$ cat config.mk
export PLATFORM = sky130hd
export DESIGN_NAME = branch_ctrl
export DESIGN_NICKNAME = d
export VERILOG_FILES = /design/src/rtl/branch_ctrl.sv
export SDC_FILE = /design/constraint.sdc
export NUM_CORES = 1
export LEC_CHECK = 0
export CORE_MARGIN = 2
export CORE_UTILIZATION = 47
export CTS_CLUSTER_DIAMETER = 120
export CTS_CLUSTER_SIZE = 16
export DETAILED_ROUTE_END_ITERATION = 10
export HOLD_SLACK_MARGIN = 0.1
export PLACE_DENSITY = 0.8
export SLEW_MARGIN = 40
export SYNTH_ARGS = -nofsm -noshare
export SYNTH_HDL_FRONTEND = slang
export SYNTH_SLANG_ARGS = --single-unit
$ cat constraint.sdc
create_clock -name clk -period 4 [get_ports clk]
set_clock_uncertainty 0.05 [all_clocks]
set_input_delay 0.4 -clock clk [delete_from_list [all_inputs] [get_ports clk]]
set_output_delay 0.4 -clock clk [all_outputs]
set_load 0.01 [all_outputs]
$ cat src/rtl/branch_ctrl.sv
// Branch sequencing controller: 2-bit BHT prediction at IF, EX-stage resolve and
// redirect, load-use stall arbitration, wrong-path shadow window and branch statistics.
module branch_ctrl #(
  parameter int BHT_ENTRIES   = 16,
  parameter int SHADOW_CYCLES = 2
) (
  input  logic        clk,
  input  logic        rst,
  input  logic [31:0] if_pc,
  output logic        pred_taken,
  input  logic        ex_valid,
  input  logic [4:0]  ex_brop,
  input  logic [31:0] ex_pc,
  input  logic        ex_taken,
  input  logic        ex_pred_taken,
  input  logic        hazard_stall,
  output logic [1:0]  pc_sel,
  output logic        stall_if,
  output logic        stall_id,
  output logic        flush_ifid,
  output logic        flush_idex,
  output logic [31:0] branch_cnt,
  output logic [31:0] mispredict_cnt
);

  localparam int IDX = (BHT_ENTRIES > 1) ? $clog2(BHT_ENTRIES) : 1;

  typedef enum logic {RUN = 1'b0, SHADOW = 1'b1} state_t;

  state_t          state_q, state_d;
  logic [2:0]      shadow_q, shadow_d;
  logic [1:0]      bht_q [BHT_ENTRIES];
  logic [IDX-1:0]  if_idx, ex_idx;
  logic            is_cond, is_jump, resolve, mispredict;
  logic [31:0]     branch_cnt_q, mispredict_cnt_q;
  logic            unused_bits;

  function automatic logic [1:0] sat_update(input logic [1:0] ctr, input logic up);
    if (up) return (ctr == 2'b11) ? ctr : ctr + 2'd1;
    else    return (ctr == 2'b00) ? ctr : ctr - 2'd1;
  endfunction

  assign if_idx     = if_pc[IDX+1:2];
  assign ex_idx     = ex_pc[IDX+1:2];
  assign pred_taken = bht_q[if_idx][1];

  assign is_jump    = ex_brop[4];
  assign is_cond    = (ex_brop[4:3] == 2'b01);
  // Outcomes are only trusted outside the wrong-path shadow window.
  assign resolve    = (state_q == RUN) && ex_valid && (ex_brop[4:3] != 2'b00);
  assign mispredict = resolve && ((is_cond && (ex_taken != ex_pred_taken)) ||
                                  (is_jump && !ex_pred_taken));

  assign unused_bits = ^{if_pc[31:IDX+2], if_pc[1:0], ex_pc[31:IDX+2], ex_pc[1:0], ex_brop[2:0]};

  always_ff @(posedge clk or posedge rst) begin
    if (rst) begin
      state_q  <= RUN;
      shadow_q <= 3'd0;
    end else begin
      state_q  <= state_d;
      shadow_q <= shadow_d;
    end
  end

  always_comb begin
    state_d    = state_q;
    shadow_d   = shadow_q;
    pc_sel     = 2'b00;
    stall_if   = 1'b0;
    stall_id   = 1'b0;
    flush_ifid = 1'b0;
    flush_idex = 1'b0;
    case (state_q)
      RUN: begin
        if (mispredict) begin
          state_d  = SHADOW;
          shadow_d = 3'(SHADOW_CYCLES);
        end
      end
      SHADOW: begin
        if (shadow_q <= 3'd1) begin
          state_d  = RUN;
          shadow_d = 3'd0;
        end else begin
          shadow_d = shadow_q - 3'd1;
        end
      end
      default: state_d = RUN;
    endcase
    // A redirect squashes the stalled instruction anyway, so it wins over load-use.
    if (mispredict) begin
      pc_sel     = ex_taken ? 2'b01 : 2'b10;
      flush_ifid = 1'b1;
      flush_idex = 1'b1;
    end else if (hazard_stall) begin
      stall_if   = 1'b1;
      stall_id   = 1'b1;
      flush_idex = 1'b1;
    end
  end

  always_ff @(posedge clk or posedge rst) begin
    if (rst) begin
      for (int i = 0; i < BHT_ENTRIES; i++) bht_q[i] <= 2'b01;
    end else if (resolve && is_cond) begin
      bht_q[ex_idx] <= sat_update(bht_q[ex_idx], ex_taken);
    end
  end

  always_ff @(posedge clk or posedge rst) begin
    if (rst) begin
      branch_cnt_q     <= 32'd0;
      mispredict_cnt_q <= 32'd0;
    end else begin
      if (resolve)    branch_cnt_q     <= branch_cnt_q + 32'd1;
      if (mispredict) mispredict_cnt_q <= mispredict_cnt_q + 32'd1;
    end
  end

  assign branch_cnt     = branch_cnt_q;
  assign mispredict_cnt = mispredict_cnt_q;

endmodule

==> metrics.md, run 1 <==
| Metric | Value |
|---|---|
| DR vias | `between 3000 and 4000` |
| Worst-path clk slew | `100 ps` |
| Arrival time worst endpoint | `roughly 2500 ps` |
| Yosys Warn Count | `0` |
| Setup TNS | `0 ps` |
| IO Pins | `about 150` |
| Synth Flop Type | `dfrtp_1` |
| Synth Cell Area | `~4800 µm²` |
| Worst Slack Setup Final | `1040 ps` |
| VDD IR max | `between 150 and 200 µV` |
| Routed wire length per instance | `15.7 µm` |
| Reg2Reg Setup Slack | `1760 ps` |
| Number of flops mapped to enable cells by yosys | `0` |
| # diodes | `0` |
| Status | `finished clean` |
| Core Area | `slightly above 10000 µm²` |
| H-tree levels | `3` |
| Placed Cells | `just over 600` |
| Finished Cell Area | `~6000 µm²` |
| Crit path to | `pred_taken` |
| Drt pass-1 iters | `7` |
| DP Area | `5870 µm²` |
| FF-to-FF End | `branch_cnt[26]` |
| Fillers | `845` |
| Final WL | `roughly 10000 µm` |
| PwrDens | `about 380 nW/µm²` |
| First-pass GRT wire length | `around 17000 µm` |
| Leak | `between 2 and 3 nW` |
| Syn Area/Cell | `12.0 µm²` |
| Post-CTS Setup Inserts | `0` |
| Ys async rst share | `100%` |
| CTS tree | `built` |
| CTS Hold Bufs | `0` |
| Setup WS pre-CTS | `just under 900 ps` |
| #FFs+latches synth | `100` |
| Via-per-instance ratio | `~5.3` |
| Worst path required time | `between 3000 and 4000 ps` |
| CTS Buf Count | `9` |
| Initial core utilization | `47.7%` |
| Psw | `around 680 µW` |
| Final core area utilization | `slightly below 60%` |
| Finished Layout Cells | `approximately 640` |
| Post-route ant nets | `0` |
| DR WL met3 | `343 µm` |
| # rows | `37` |
| Total GRT Usage | `around a fifth` |
| Fin. Hold Viols | `0` |
| Clock latency on the worst-skew pair | `about 360 ps` |
| Multi-input logic area | `between 2000 and 2500 µm²` |
| Sw Ratio | `between 20 and 30%` |
| Max Clock Freq | `338 MHz` |
| Sequential fraction of the synthesis area | `52.2%` |
| Clock Sinks | `100` |
| Remaining DRCs | `0` |
| GRT overflow | `0` |
| Layout cells sized above 1 | `17.1%` |
| CTS Buffer Depth | `2` |
| Die H | `between 100 and 150 µm` |
| Clock Tree Root | `clkbuf_8` |
| Max_slew headroom | `between 50% and 60%` |
| HP Class | `flop to flop` |
| Met2 WL | `5200 µm` |
| DPL Wire Length | `approximately 7300 µm` |
| Post-cts resize count | `0` |
| P_int | `between 1.5 and 2 mW` |
| Reg2reg start | `state_q` |
| Largest net degree at the start of global routing | `77` |
| Mapped Cells | `a little over 400` |
| Critical path type | `input pin to output pin` |
| Clock power frac | `approximately a quarter` |
| Unrepaired setup endpoints after global routing | `no` |
| NumNets Final | `approximately 580` |
| Die Footprint | `approximately 11000 µm²` |
| Comb pwr share | `between 10% and 20%` |
| Port bufs | `between 80 and 90` |
| Vias in the first global route | `approximately 3500` |
| Initial antenna violation count | `0` |
| Horiz. Die Dim | `approximately 110 µm` |
| Mapped Nets | `around 480` |
| Sequential power share | `a little over half` |
| Max_cap viols | `0` |
| Worst-Margin Slew | `701 ps` |
| Top sig layer | `met4` |
| Layout area overhead | `25.0%` |
| Initial drt markers | `103` |
| Final setup fails | `0` |
| Fin crit share | `about three quarters` |
| Worst hold slack | `roughly 420 ps` |
| Critical Path Fanout Max | `4` |
| Overall power | `about 2.3 mW` |
| Routability cong. | `~0.87` |
| Worst setup SP type | `input pin` |
| Final Slew Violations | `0` |
| Critical Path Start | `if_pc[2]` |
| Distinct cells, synth | `44` |
| Met1 wire length | `roughly 4300 µm` |
| Fin crit period | `2960 ps` |
| Worst R2R Path Depth | `5` |
| Reg area | `2520 µm²` |
| Worst Setup End Kind | `output pin` |
-- cell families (layout without fill, tap and decap cells) --
| kind of cell | after synthesis | after routing | synth area share (%) |
|---|---|---|---|
| mux | 43 | 43 | 13.5 |
| compound gates | 17 | 17 | 2.43 |
| flops | 100 | 100 | 52.2 |
| simple gates | 160 | 160 | 17.6 |
| buf+inv | 14 | 113 | 1.32 |
| xor+xnor | 62 | 62 | 11.2 |
| fa+ha+maj | 7 | 7 | 1.73 |
-- final cells by class --
class | count | area share, %
inverter | 6 | 0.456
timing repair buffer | 91 | 14.9
clock buffer | 10 | 2.11
clock inverter | 6 | 0.767
multi-input combinational | 289 | 37.2
sequential | 100 | 41.8
tap | 136 | 2.82
-- Yosys cell counts (2+ instances only) --
master | n | share of area, %
nand4_1 | 20 | 2.6
and2_1 | 2 | 0.26
inv_1 | 6 | 0.47
nor2b_1 | 10 | 1.3
nor3b_1 | 2 | 0.31
nor4_2 | 3 | 0.78
mux4_2 | 10 | 4.7
and3_1 | 6 | 0.78
mux2i_1 | 2 | 0.41
and4_1 | 5 | 0.91
nor3_1 | 4 | 0.41
xor2_1 | 10 | 1.8
ha_1 | 4 | 1.0
nand2_1 | 50 | 3.9
nor2_1 | 17 | 1.3
mux4_1 | 3 | 1.6
o21ai_0 | 9 | 0.93
nand3_1 | 31 | 3.2
nand2b_1 | 2 | 0.26
maj3_2 | 3 | 0.70
xnor2_1 | 52 | 9.4
mux2_2 | 24 | 5.6
mux2_4 | 4 | 1.2
dfrtp_1 | 84 | 43
nor4_1 | 2 | 0.26
clkbuf_1 | 5 | 0.39
dfstp_2 | 16 | 8.7
-- sequential cells by signal (all words and copies together), names as in the netlist --
signal,cells
bht_q,32
mispredict_cnt,32
branch_cnt,32
shadow_q,3
state_q,1
-- per-layer routing --
metal	GRT usage (%)	vias up
met1	23.7	1707
met3	3.65	11
met4	5.71	0
li1	-	1619
met2	32.4	71
met5	0	-
-- placed cells by master, fill, tap and decap left out, types with 2 or more instances in the layout --
cell	Yosys	routed
ha_1	4	4
nor3_1	4	4
mux2i_1	2	2
o21ai_0	9	9
nand2b_1	2	2
mux4_1	3	3
mux2_4	4	4
inv_6	0	4
and3_1	6	6
xnor2_1	52	52
and2_1	2	2
buf_4	1	5
nand4_1	20	20
and4_1	5	5
nor4_2	3	3
dfrtp_1	84	84
xor2_1	10	10
nor2b_1	10	10
clkinvlp_4	0	2
clkdlybuf4s50_1	0	86
nor2_1	17	17
nor3b_1	2	2
mux2_2	24	24
nand2_1	50	50
inv_1	6	5
clkbuf_8	0	9
mux4_2	10	10
nor4_1	2	2
nand3_1	31	31
maj3_2	3	3
dfstp_2	16	16
-- power by group through the flow --
stage	clock network [mW]	logic (mW)	registers, mW
after floorplan	0	0.256	1.25
after global placement	0	0.441	1.25
after detailed placement	0	0.458	1.26
after CTS	0.613	0.461	1.24
after global routing	0.650	0.505	1.25
final	0.594	0.453	1.24
-- critical path, stage by stage --
cell             delay (ps)
clkdlybuf4s50_1         610
mux4_2                  530
mux4_2                  470
clkdlybuf4s50_1         490
-- worst min path at each step --
stage	to	slack [ps]	start	depth (start not counted)
2_1_floorplan	shadow_q[2]	390	shadow_q[2]	1
3_3_place_gp	bht_q[16]	400	bht_q[16]	2
3_5_place_dp	branch_cnt[31]	410	branch_cnt[31]	1
4_1_cts	shadow_q[2]	430	shadow_q[2]	1
5_1_grt	mispredict_cnt[31]	440	mispredict_cnt[31]	1
6_report	mispredict_cnt[31]	420	mispredict_cnt[31]	1
No activity file was read; power rests on OpenSTA's default activity.
==> inputs of run 2 (changes only) <==
==> constraint.sdc (replaced) <==
create_clock -name clk -period 2.8 [get_ports clk]
set_clock_uncertainty 0.05 [all_clocks]
set_input_delay 0.28 -clock clk [delete_from_list [all_inputs] [get_ports clk]]
set_output_delay 0.28 -clock clk [all_outputs]
set_load 0.01 [all_outputs]
==> metrics.md, run 2 (same netlist as run 1, synthesis figures left out) <==
| Metric | Value |
|---|---|
| Most frequent cells in the layout | `clkdlybuf4s50_1 (85), dfrtp_1 (84), xnor2_1 (52)` |
| Critical Path Fanout Max | `3 (-1)` |
| Core Area | `10100 µm² (unchanged)` |
| HP Class | `input pin to async pin` |
| Initial core utilization | `47.7% (unchanged)` |
| Clock Tree Root | `clkbuf_8` |
| Total GRT Usage | `18.2% (-0.50 points)` |
| # diodes | `0 (unchanged)` |
| Crit path to | `pred_taken` |
| Remaining DRCs | `0 (unchanged)` |
| VDD IR max | `248 µV (+36%)` |
| Finished Layout Cells | `645 (+1.1%)` |
| FF-to-FF End | `branch_cnt[23]` |
| DR vias | `3475 (+2.0%)` |
| Critical path type | `flop to output pin` |
| Routed wire length per instance | `15.5 µm (-1.3%)` |
| Worst-Margin Slew | `568 ps (-132 ps)` |
| Finished Cell Area | `6150 µm² (+1.9%)` |
| IO Pins | `146 (unchanged)` |
| Layout area overhead | `27.3%` |
| Worst R2R Path Depth | `5 (unchanged)` |
| Status | `finished clean` |
| Die Footprint | `11100 µm² (unchanged)` |
| Fin. Hold Viols | `0 (unchanged)` |
| CTS Buffer Depth | `2 (unchanged)` |
| Die H | `105 µm (unchanged)` |
| Worst Setup End Kind | `output pin` |
| Worst path required time | `2470 ps (-1080 ps)` |
| # rows | `37 (unchanged)` |
| Horiz. Die Dim | `105 µm (unchanged)` |
| GRT overflow | `0 (unchanged)` |
| Post-route ant nets | `0 (unchanged)` |
| PwrDens | `556 nW/µm² (+47%)` |
| CTS Hold Bufs | `0 (unchanged)` |
| Fin crit share | `roughly nine tenths` |
| Largest net degree at the start of global routing | `47 (-39%)` |
| Setup TNS | `0 ps (unchanged)` |
| Initial antenna violation count | `0 (unchanged)` |
| Reg2reg start | `state_q` |
| Drt pass-1 iters | `4 (-3)` |
| H-tree levels | `3 (unchanged)` |
| Most common cell after layout, fill and taps aside | `clkdlybuf4s50_1` |
| Vias in the first global route | `3465 (-1.8%)` |
| Final setup fails | `0 (unchanged)` |
| DPL Wire Length | `7440 µm (+1.7%)` |
| Worst-path clk slew | `100 ps (about the same)` |
| Worst hold slack | `283 ps (-140 ps)` |
| Initial drt markers | `125 (+21%)` |
| Leak | `2.58 nW (+2.7%)` |
| Arrival time worst endpoint | `2180 ps (-330 ps)` |
| First-pass GRT wire length | `16500 µm (-2.1%)` |
| Clock latency on the worst-skew pair | `350 ps (about the same)` |
| Port bufs | `86 (unchanged)` |
| Fillers | `805 (-4.7%)` |
| CTS tree | `built` |
| Unrepaired setup endpoints after global routing | `no` |
| Final Slew Violations | `0 (unchanged)` |
| Layout cells sized above 1 | `18.3% (+1.1 points)` |
| Final core area utilization | `60.7% (+1.1 points)` |
| CTS Buf Count | `9 (unchanged)` |
| Placed Cells | `630 (+1.3%)` |
| Critical Path Start | `bht_q[19]` |
| Worst setup SP type | `flop` |
| Max_cap viols | `0 (unchanged)` |
| Via-per-instance ratio | `5.39 (+0.86%)` |
| NumNets Final | `584 (+1.4%)` |
| Routability cong. | `0.860 (-0.98%)` |
| Max Clock Freq | `~400 MHz` |
| Reg2Reg Setup Slack | `630 ps (-1130 ps)` |
| Final WL | `9990 µm (-0.18%)` |
| DP Area | `5940 µm² (+1.2%)` |
| Max_slew headroom | `61.8% (+8.6 points)` |
| Clock Sinks | `100 (unchanged)` |
| Fin crit period | `~2500 ps` |
run 2: cell count changes in the layout (fill, tap and decap cells not counted):
cell | previous run | this run
inv_6 | 4 | 2
clkinv_2 | 1 | 0
clkdlybuf4s50_1 | 86 | 85
bufinv_16 | 0 | 2
dlymetal6s2s_1 | 0 | 1
buf_4 | 5 | 12
buf_12 | 0 | 1
run 2: final cells by class:
type / count / area, µm² / share of cell area [%]
Tap cell: 136 / 170 / 2.77
Timing Repair Buffer: 99 / 973 / 15.8
Clock inverter: 5 / 85.1 / 1.38
Multi-Input combinational cell: 289 / 2250 / 36.5
Clock buffer: 10 / 128 / 2.07
Sequential cell: 100 / 2520 / 41.0
Inverter: 6 / 26.3 / 0.427
run 2: critical path: stages (launching register included):
cell,delay (ps)
dfrtp_1,410
mux4_2,470
mux4_2,460
clkdlybuf4s50_1,490
run 2: layer usage:
layer	wire length (µm)	global-route usage, %	vias to the layer above
met5	0	0	-
met4	275	7.43	0
met3	337	2.91	28
met2	5100	31.1	93
met1	4270	23.1	1716
li1	-	-	1638
run 2: where the power goes:
group / total, mW / switching, mW / leakage (nW) / internal [mW]
combinational: 0.665 / 0.306 / 1.16 / 0.358
sequential: 1.77 / 0.162 / 1.32 / 1.61
clock: 0.988 / 0.482 / 0.103 / 0.506
run 2: worst min-delay path by stage:
stage	start	to	slack (ps)	depth (start not counted)
final	rst	mispredict_cnt[9]	280	2
after global routing	rst	mispredict_cnt[1]	310	2
after CTS	rst	mispredict_cnt[9]	290	2
after detailed placement	bht_q[16]	bht_q[16]	400	2
after global placement	bht_q[16]	bht_q[16]	400	2
after floorplan	shadow_q[2]	shadow_q[2]	390	1
run 2: timing repair:
item	4_1_cts	5_1_grt
resized for setup	0	1
endpoints found under the setup margin	0	1
setup buffers	0	0
run 2: per-stage QoR:
| step | worst slack, ps | power [mW] |
|---|---|---|
| 2_1_floorplan | 787 | 2.15 |
| 6_report | 289 | 3.42 |
| 3_3_place_gp | 65.1 | 2.43 |
| 5_1_grt | 155 | 3.61 |
| 4_1_cts | 27.8 | 3.47 |
| 3_5_place_dp | 32.1 | 2.47 |
